<file path="src/rtl/expr_pkg.sv">
// Shared definitions for the expression evaluator: opcodes, error codes,
// operator precedence and FSM state encoding. Optional MOD via EXPR_MOD_OP_EN.
package expr_pkg;

    localparam logic [2:0] OP_ADD    = 3'd0;
    localparam logic [2:0] OP_SUB    = 3'd1;
    localparam logic [2:0] OP_MUL    = 3'd2;
    localparam logic [2:0] OP_DIV    = 3'd3;
    localparam logic [2:0] OP_LPAREN = 3'd4;
    localparam logic [2:0] OP_RPAREN = 3'd5;
    localparam logic [2:0] OP_MOD    = 3'd6;

    localparam logic [2:0] ERR_NONE  = 3'd0;
    localparam logic [2:0] ERR_OVF   = 3'd1;
    localparam logic [2:0] ERR_UNF   = 3'd2;
    localparam logic [2:0] ERR_DIV0  = 3'd3;
    localparam logic [2:0] ERR_PAREN = 3'd4;
    localparam logic [2:0] ERR_BADOP = 3'd5;

    typedef enum logic [2:0] {
        S_ACCEPT,
        S_REDUCE,
        S_FINISH,
        S_OUTPUT,
        S_DRAIN
    } state_t;

    function automatic logic is_binop(input logic [2:0] op);
        logic r;
        r = (op <= OP_DIV);
`ifdef EXPR_MOD_OP_EN
        r = r || (op == OP_MOD);
`endif
        return r;
    endfunction

    function automatic logic [1:0] prec(input logic [2:0] op);
        logic [1:0] p;
        case (op)
            OP_ADD, OP_SUB: p = 2'd1;
            OP_MUL, OP_DIV: p = 2'd2;
`ifdef EXPR_MOD_OP_EN
            OP_MOD:         p = 2'd2;
`endif
            default:        p = 2'd0;
        endcase
        return p;
    endfunction

endpackage

</file>
<file path="src/rtl/expr_lifo.sv">
// Register-file LIFO with top and second-from-top read ports.
// Ports: clk, rst (async high), clear, push, pop, wdata -> top, next, count.
module expr_lifo #(
    parameter int WIDTH = 8,
    parameter int DEPTH = 8
) (
    input  logic                       clk,
    input  logic                       rst,
    input  logic                       clear,
    input  logic                       push,
    input  logic                       pop,
    input  logic [WIDTH-1:0]           wdata,
    output logic [WIDTH-1:0]           top,
    output logic [WIDTH-1:0]           next,
    output logic [$clog2(DEPTH):0]     count
);

    localparam int PW = $clog2(DEPTH) + 1;

    logic [WIDTH-1:0] mem [DEPTH];
    logic [PW-1:0]    ptr;
    logic [PW-1:0]    widx;
    logic [PW-1:0]    tidx;
    logic [PW-1:0]    nidx;

    // push+pop together drops the top and overwrites the entry below it,
    // which is exactly "pop b, pop a, push result" in one cycle.
    assign widx  = (push && pop) ? ptr - PW'(2) : ptr;
    assign tidx  = ptr - PW'(1);
    assign nidx  = ptr - PW'(2);
    assign top   = mem[tidx[PW-2:0]];
    assign next  = mem[nidx[PW-2:0]];
    assign count = ptr;

    always_ff @(posedge clk or posedge rst) begin
        if (rst) begin
            ptr <= '0;
        end else if (clear) begin
            ptr <= '0;
        end else if (push && pop) begin
            ptr <= ptr - PW'(1);
        end else if (push) begin
            ptr <= ptr + PW'(1);
        end else if (pop) begin
            ptr <= ptr - PW'(1);
        end
    end

    always_ff @(posedge clk) begin
        if (push && !clear) begin
            mem[widx[PW-2:0]] <= wdata;
        end
    end

endmodule

</file>
<file path="src/rtl/expr_eval_core.sv">
// Streaming infix evaluator: shunting-yard with reduce-at-push on two LIFOs.
// Ports: CLK, RST, input_* token handshake, result_* handshake. Macro: EXPR_MOD_OP_EN.
import expr_pkg::*;

module expr_eval_core #(
    parameter int DATA_W      = 32,
    parameter int STACK_DEPTH = 8
) (
    input  logic              CLK,
    input  logic              RST,
    input  logic              input_stb,
    input  logic [DATA_W-1:0] input_data,
    input  logic              is_input_operator,
    input  logic              input_last,
    output logic              input_ack,
    output logic              result_stb,
    output logic [DATA_W-1:0] result_data,
    output logic [2:0]        result_err,
    input  logic              result_ack
);

    localparam int PW = $clog2(STACK_DEPTH) + 1;

    state_t            state;
    logic [2:0]        err_q;
    logic [2:0]        nxt_err;
    logic [2:0]        tok_op;
    logic [2:0]        op_top;
    logic [2:0]        unused_op_next;
    logic [PW-1:0]     op_cnt;
    logic [PW-1:0]     val_cnt;
    logic [DATA_W-1:0] val_top;
    logic [DATA_W-1:0] val_next;
    logic [DATA_W-1:0] val_wdata;
    logic [DATA_W-1:0] alu_res;
    logic              alu_div0;
    logic              op_push, op_pop, val_push, val_pop;
    logic              stk_clear, do_ack, red;
    logic              op_empty, op_full, val_full, take;

    assign tok_op   = input_data[2:0];
    assign op_empty = (op_cnt == '0);
    assign op_full  = (op_cnt == PW'(STACK_DEPTH));
    assign val_full = (val_cnt == PW'(STACK_DEPTH));
    // Token stays on the bus during the ack cycle; never take it twice.
    assign take     = input_stb && !input_ack;

    expr_lifo #(.WIDTH(3), .DEPTH(STACK_DEPTH)) u_ops (
        .clk(CLK), .rst(RST), .clear(stk_clear),
        .push(op_push), .pop(op_pop), .wdata(tok_op),
        .top(op_top), .next(unused_op_next), .count(op_cnt)
    );

    expr_lifo #(.WIDTH(DATA_W), .DEPTH(STACK_DEPTH)) u_vals (
        .clk(CLK), .rst(RST), .clear(stk_clear),
        .push(val_push), .pop(val_pop), .wdata(val_wdata),
        .top(val_top), .next(val_next), .count(val_cnt)
    );

    // a = second from top, b = top
    always_comb begin
        logic signed [DATA_W-1:0] a, b;
        a        = val_next;
        b        = val_top;
        alu_res  = '0;
        alu_div0 = 1'b0;
        case (op_top)
            OP_ADD: alu_res = a + b;
            OP_SUB: alu_res = a - b;
            OP_MUL: alu_res = a * b;
            OP_DIV: begin
                if (b == '0)                alu_div0 = 1'b1;
                else if (b == {DATA_W{1'b1}}) alu_res = -a;
                else                        alu_res = a / b;
            end
`ifdef EXPR_MOD_OP_EN
            OP_MOD: begin
                if (b == '0)                alu_div0 = 1'b1;
                else if (b == {DATA_W{1'b1}}) alu_res = '0;
                else                        alu_res = a % b;
            end
`endif
            default: alu_res = '0;
        endcase
    end

    always_comb begin
        op_push   = 1'b0;
        op_pop    = 1'b0;
        val_push  = 1'b0;
        val_pop   = 1'b0;
        val_wdata = input_data;
        stk_clear = 1'b0;
        do_ack    = 1'b0;
        red       = 1'b0;
        nxt_err   = ERR_NONE;
        case (state)
            S_ACCEPT, S_REDUCE: begin
                if (take) begin
                    if (!is_input_operator) begin
                        if (val_full) nxt_err = ERR_OVF;
                        else begin
                            val_push = 1'b1;
                            do_ack   = 1'b1;
                        end
                    end else if (is_binop(tok_op)) begin
                        if (!op_empty && is_binop(op_top) &&
                            prec(op_top) >= prec(tok_op))
                            red = 1'b1;
                        else if (op_full) nxt_err = ERR_OVF;
                        else begin
                            op_push = 1'b1;
                            do_ack  = 1'b1;
                        end
                    end else if (tok_op == OP_LPAREN) begin
                        if (op_full) nxt_err = ERR_OVF;
                        else begin
                            op_push = 1'b1;
                            do_ack  = 1'b1;
                        end
                    end else if (tok_op == OP_RPAREN) begin
                        if (op_empty) nxt_err = ERR_PAREN;
                        else if (op_top == OP_LPAREN) begin
                            op_pop = 1'b1;
                            do_ack = 1'b1;
                        end else red = 1'b1;
                    end else begin
                        nxt_err = ERR_BADOP;
                    end
                end
            end
            S_FINISH: begin
                if (err_q == ERR_NONE) begin
                    if (!op_empty) begin
                        if (op_top == OP_LPAREN) nxt_err = ERR_PAREN;
                        else red = 1'b1;
                    end else if (val_cnt != PW'(1)) begin
                        nxt_err = ERR_UNF;
                    end
                end
            end
            S_DRAIN: do_ack = take;
            S_OUTPUT: stk_clear = result_ack;
            default: ;
        endcase
        if (red) begin
            if (val_cnt < PW'(2)) nxt_err = ERR_UNF;
            else if (alu_div0)   nxt_err = ERR_DIV0;
            else begin
                op_pop    = 1'b1;
                val_pop   = 1'b1;
                val_push  = 1'b1;
                val_wdata = alu_res;
            end
        end
    end

    always_ff @(posedge CLK or posedge RST) begin
        if (RST) begin
            state       <= S_ACCEPT;
            err_q       <= ERR_NONE;
            input_ack   <= 1'b0;
            result_stb  <= 1'b0;
            result_data <= '0;
            result_err  <= ERR_NONE;
        end else begin
            input_ack <= do_ack;
            case (state)
                S_ACCEPT, S_REDUCE: begin
                    if (nxt_err != ERR_NONE) begin
                        err_q <= nxt_err;
                        state <= S_DRAIN;
                    end else if (do_ack) begin
                        state <= input_last ? S_FINISH : S_ACCEPT;
                    end else if (red) begin
                        state <= S_REDUCE;
                    end else begin
                        state <= S_ACCEPT;
                    end
                end
                S_FINISH: begin
                    if (err_q != ERR_NONE || nxt_err != ERR_NONE) begin
                        result_stb  <= 1'b1;
                        result_data <= '0;
                        result_err  <= (err_q != ERR_NONE) ? err_q : nxt_err;
                        state       <= S_OUTPUT;
                    end else if (op_empty) begin
                        result_stb  <= 1'b1;
                        result_data <= val_top;
                        result_err  <= ERR_NONE;
                        state       <= S_OUTPUT;
                    end
                end
                S_DRAIN: begin
                    if (do_ack && input_last) state <= S_FINISH;
                end
                S_OUTPUT: begin
                    if (result_ack) begin
                        result_stb <= 1'b0;
                        err_q      <= ERR_NONE;
                        state      <= S_ACCEPT;
                    end
                end
                default: state <= S_ACCEPT;
            endcase
        end
    end

endmodule

</file>
<file path="config.mk">
export PLATFORM = sky130hd
export DESIGN_NAME = expr_eval_core
export DESIGN_NICKNAME = d
export VERILOG_FILES = /design/src/rtl/expr_pkg.sv /design/src/rtl/expr_lifo.sv /design/src/rtl/expr_eval_core.sv
export SDC_FILE = /design/constraint.sdc
export NUM_CORES = 2
export LEC_CHECK = 0
export CORE_ASPECT_RATIO = 1.4
export CORE_MARGIN = 2
export CORE_UTILIZATION = 35
export CTS_BUF_LIST = sky130_fd_sc_hd__clkbuf_8 sky130_fd_sc_hd__clkbuf_16
export DETAILED_ROUTE_END_ITERATION = 8
export PLACE_DENSITY_LB_ADDON = 0.12
export SLEW_MARGIN = 20
export SYNTH_ARGS = -nofsm -noshare
export SYNTH_HDL_FRONTEND = slang
export SYNTH_HIERARCHICAL = 1
export SYNTH_SLANG_ARGS = --single-unit
</file>
<file path="constraint.sdc">
create_clock -name CLK -period 142.5 [get_ports CLK]
set_input_delay 28.5 -clock CLK [delete_from_list [all_inputs] [get_ports CLK]]
set_output_delay 28.5 -clock CLK [all_outputs]
set_load 0.005 [all_outputs]
</file>
* Yosys cells after proc, flatten, opt, wreduce, memory -nomap -nowiden
Memory sizes are Yosys's and may differ from the RTL's.
Cells that the tools add are included.
** Word-level totals
- Bits in registers :: 51
- RAM bits :: 280
- Input bits :: 38
- Output and inout port bits :: 37
- Word-level logic and storage cells :: 193
- Memories :: 2
** Operators by class
- Add/subtract/negate cells :: 9
- Multiply operators :: 1
- Divide/modulo/power cells :: 1
- Order comparisons :: 4
- Equal/unequal tests :: 21
- Mux-type cells :: 113
- Reductions and logical operators :: 34
** Memories
- u_vals.mem :: depth 8, width 32, rd ports 2, clocked after memory_dff 0, write ports 1, RTL line expr_lifo.sv:20 : logic [WIDTH-1:0] mem [DEPTH];
- u_ops.mem :: depth 8, width 3, rd ports 1, clocked after memory_dff 0, write ports 1, RTL line expr_lifo.sv:20
** Operators by type and width (number)
- 2-to-1 mux 32 bit :: 7
- case mux 32 bit (4 select lines) :: 1
- 2-to-1 mux 3 bit :: 23
- 2-to-1 mux 1 bit :: 55
- adder 32 bit :: 1
- divider 32 x 32 -> 32 bit :: 1
- == test 32 bit (second input constant) :: 1
- logical NOT 32 bit :: 1
- multiplier 32 x 32 -> 32 bit :: 1
- 2-to-1 mux 4 bit :: 8
- negator 32 bit :: 1
- subtractor 32 bit :: 1
- 2-to-1 mux 2 bit :: 11
- == test 3 x 2 -> 1 bit (second input constant) :: 6
- == test 3 bit (second input constant) :: 4
- logical NOT 3 bit :: 4
- case mux 3 bit (2 select lines) :: 2
- case mux 3 bit (4 select lines) :: 1
- OR reduction 2 bit :: 5
- == test 3 x 1 -> 1 bit (second input constant) :: 3
- AND reduction 3 bit :: 3
- adder 4 x 1 -> 4 bit (second input constant) :: 2
- == test 4 bit (second input constant) :: 2
- logical AND 1 bit :: 8
- 17 further kinds :: 31

* Longest topological paths before layout
An unclocked memory read counts as a cell.
- Depth after elaboration :: 23
- Gate-level depth with buffers :: 401

* By module
The synthesis kept the hierarchy.
** By module, submodules not included
- expr_eval_core :: instances 1, cells an instance 7218, area each 51809.7 um^2, seq. area each 1076.0 um^2
- expr_lifo (u_vals) :: instances 1, cells an instance 716, area each 12630.9 um^2, seq. area each 7787.5 um^2
- expr_lifo (u_ops) :: instances 1, cells an instance 113, area each 1510.2 um^2, seq. area each 820.8 um^2

* Least setup slack after synthesis
Ideal clock, no wire load.
- Path type :: register -> register
- Start :: reg u_vals.ptr[1], in the netlist u_vals/count[1]
- End :: mem u_vals/mem[0][23] in the netlist's numbering (data pin)
- Library setup time :: 0.281 ns
- Arrival time :: 81.878 ns
- Data required time :: 142.219 ns
- Path slack :: 60.341 ns
- Cell stages (with the launch flop) :: 374
- Path buffers :: 53
- Clock period less this slack :: 82.159 ns
- Path through :: dfrtp_1 inv_2 buf_1 ha_1 buf_6 buf_12 buf_12 mux2i_1 a221oi_2 clkbuf_1 inv_1 ha_1 or4b_1 clkbuf_1 clkbuf_1 o41ai_1 xor2_1 nand3_1 (+338 left out) mux2i_1 ha_1 a21oi_1 nor2b_1 o21ai_0 a21oi_1 o21ai_0 a21oi_1 o2111ai_1 a41o_1 a32oi_1 nor3_1 nand4_1 or4_1 o211ai_1 o31ai_1 a221oi_1 nor2_1
** Between the ends
- Word-level cells in the longest chain between the ends :: 9
- Elaborated cells between the ends (all ways) :: 19
- Those cells by class :: 5 x add/sub; 1 x mul; 1 x div; 1 x order compare; 1 x eq/ne; 8 x mux; 1 x reduce/logical; 1 x memory
** RTL lines
- start, declared :: RTL line expr_lifo.sv:21 : logic [PW-1:0] ptr;
- start signal, assigned :: RTL line expr_lifo.sv:41 : ptr <= ptr - PW'(1);
- start signal, assigned :: RTL line expr_lifo.sv:43 : ptr <= ptr + PW'(1);
- start signal, assigned :: RTL line expr_lifo.sv:45 : ptr <= ptr - PW'(1);
- subtractor 4 x 1 -> 4 bit (*) :: RTL line expr_lifo.sv:29 : assign tidx = ptr - PW'(1);
- memory read (8 x 32 bit) (*)
- via val_top[0] :: RTL line expr_eval_core.sv:32 : logic [DATA_W-1:0] val_top;
- divider 32 x 32 -> 32 bit / == test 32 bit (equally long branches) :: RTL line expr_eval_core.sv:74, expr_eval_core.sv:73
- 2-to-1 mux 32 bit :: RTL line expr_eval_core.sv:73 : else if (b == {DATA_W{1'b1}}) alu_res = -a;
- 2-to-1 mux 32 bit :: RTL line expr_eval_core.sv:72 : if (b == '0) alu_div0 = 1'b1;
- case mux 32 bit (4 select lines) :: RTL line expr_eval_core.sv:67 : case (op_top)
- 2-to-1 mux 32 bit (*) :: RTL line expr_eval_core.sv:148 : else if (alu_div0) nxt_err = ERR_DIV0;
- 2-to-1 mux 32 bit (*) :: RTL line expr_eval_core.sv:147 : if (val_cnt < PW'(2)) nxt_err = ERR_UNF;
- 2-to-1 mux 32 bit (*) :: RTL line expr_eval_core.sv:146 : if (red) begin
- via val_wdata[23] :: RTL line expr_eval_core.sv:34 : logic [DATA_W-1:0] val_wdata;
- end, declared :: RTL line expr_lifo.sv:20
The timed path passes the listed nets; every way through them passes the cells marked *.

* Worst setup path after layout
- Start :: reg u_vals.ptr[1], in the netlist u_vals/count[1]
- End :: mem u_vals/mem[1][18] in the netlist's numbering (data pin)
Same word-level chain as after synthesis.

==> impl_results.md <==
- Initial Util: 0.3518
- DR vias: 61.90k
- NumNets Final: 9,149
- WS Path Type: register to register
- Post-route minimum period: 101.55 ns
- Most used cell, CP: ha_1
- Hold Vio Cnt, Final: 0
- 1st-pass router iterations: 6
- Busiest grt layer: met2
- Vias per inst: 5.903
- Crit Reg-Reg Startpoint: u_vals/count[1]$_DFFE_PP0P_
- R2R setup slack: 40.95 ns
- YS warnings: 6
- Max_cap viols: 0
- CP arrival: 101.82 ns
- Fmax: 9.847 MHz
- Commonest cells after routing, fill and taps aside: 1,109 x nand2_1, 726 x ha_1, 725 x inv_1, 585 x nor2_1, 472 x a21oi_1
- Gr usage total: 0.3018
- Outcome: complete, no violations
- Clk sink count: 331
- Detailed Route WL: 294,200 um
- Crit Path Max Fanout: 59
- Last element of the critical path: u_vals/mem[1][18]$_DFFE_PP_
- HPWL Detailed: 227,800 um
- Final ANT Viol Nets: 0
- Cell chosen for the clock root: clkbuf_16
- Origin of the worst setup path: u_vals/count[1]$_DFFE_PP0P_
- Initial antenna violation count: 20
- CP startpoint kind: register
- Met2 Track Usage GR: 0.5310
- First-pass GRT wire length: 423,900 um
- Clk_skew: 0.04537 ns
- Setup TNS: 0 ns
- WP depth: 336
- Die ar.: 191,500 sq um
- Post-CTS Setup Inserts: 0
- Global route total overflow: 0
- Cells after synthesis: 8,032
- Fin crit share: 0.7127
- Pin count of the biggest net entering global routing: 70
- Max_slew headroom: 0.1854
- CTS H-Tree Depth: 2
- Port Buffer Count: 74
- RSZ-0062 raised after global routing: no
- Register area: 9689 sq um
- CORE AREA: 187,000 sq um
- CTS tree: built
- GR Layer Usage met3: 0.04304
- Grt met1 use: 0.3436
- Multi-input logic area: 52,440 sq um
- Worst hold-check path type: register to register
- Critical path data required time: 142.77 ns
- Commonest non-fill, non-tap cell in the layout: nand2_1
- Fraction of layout cells with a size suffix above 1: 0.08320
- Syn Area/Cell: 8.190 sq um
- Max-slew violation count: 0
- Area growth, synth to finish: 8.818%
- Reg clk slew, reported paths: 0.06 ns
- Die Wd: 370.4 um
- Fill count: 19.31k
- Gates resized, CTS repair: 0
- Clk Latency, worst-skew pair: 0.65 ns
- Worst path top cell family by delay: compound AO/OA/AOI/OAI gates
- Mapped Area: 65,780 sq um
- Slowest CP cell: a2111oi_2
- Placed Area: 70,210 sq um
- Row Count: 188
- Mapped Nets: 9,207
- Vias in the first global route: 62.19k
- Slew @ Worst Pin: 1.211 ns
- RePlAce Congestion: 1.014
- Routed len/inst: 28.06 um
- Num CTS Buffers: 39
- Setup violators final: 0
- Crit path buf inv count: 26
- Clk buf depth: 3
- I/O pins: 75
- Critical path capture point type: register
- Die Ht: 517.0 um
- Detailed Route Iter0 Violations: 4,580
- Reg2Reg Capture Point: u_vals/mem[1][18]$_DFFE_PP_
- Hold depth: 2
- FF-to-FF path depth: 336
- Cts hold-fix bufs: 0
- DRC Markers: 0
- Post-route cell area: 71,580 sq um
- Slowest cell delay on critical path: 0.92 ns
## worst min-delay path, delay by kind of cell (launching register included)
family             cells  cell delay [ns]
DFF                    1             0.34
and+or+nand+nor        1             0.05
AOI/OAI and AO/OA      1             0.06
## flip-flops by register name, summed over array words and instances, names as in the netlist
name,flops
err_q,3
input_ack,1
result_data,32
result_err,3
result_stb,1
state,3
u_ops/count,4
u_ops/mem,24
u_vals/count,4
u_vals/mem,256
## worst min path at each step
stage / startpoint / endpoint / slack (ns)
global placement: result_data[17]$_DFFE_PP0P_ / result_data[17]$_DFFE_PP0P_ / 0.46
detailed placement: result_stb$_DFFE_PP0P_ / result_stb$_DFFE_PP0P_ / 0.47
CTS: result_data[20]$_DFFE_PP0P_ / result_data[20]$_DFFE_PP0P_ / 0.49
finish: result_data[14]$_DFFE_PP0P_ / result_data[14]$_DFFE_PP0P_ / 0.48
global route: result_data[26]$_DFFE_PP0P_ / result_data[26]$_DFFE_PP0P_ / 0.51
floorplan: result_stb$_DFFE_PP0P_ / result_stb$_DFFE_PP0P_ / 0.47
## metal layers
metal  vias to the layer above  part of all wire
met1                     30700              0.38
met3                       778             0.061
met4                        16             0.072
met5                         -           0.00035
met2                      2336              0.49
li1                      28060                 -
## area by class of cell
class | instances | share of cell area
Timing Repair Buffer | 276 | 0.03153
Sequential cell | 331 | 0.1354
Clock buffer | 39 | 0.01363
Antenna cell | 10 | 0.0003496
Inverter | 731 | 0.03837
Tap cell | 2470 | 0.04317
Clock inverter | 33 | 0.004947
Multi-Input combinational cell | 6595 | 0.7326
## per-stage QoR
| stage | hold WS (ns) | instances | setup slack, ns | util |
|---|---|---|---|---|
| after floorplan | 0.4711 | 8032 | 60.34 | - |
| after global placement | 0.4619 | 10400 | 44.77 | 0.3754 |
| after detailed placement | 0.4711 | 10400 | 42.74 | 0.3755 |
| after CTS | 0.4874 | 10480 | 42.35 | 0.3826 |
| after global routing | 0.5053 | 10480 | 33.65 | 0.3827 |
| final | 0.4825 | 10490 | 40.95 | 0.3828 |
Power is left out: the tool's default activity adds up to more than one toggle a clock period on the data nets, which glitch-free logic cannot reach.
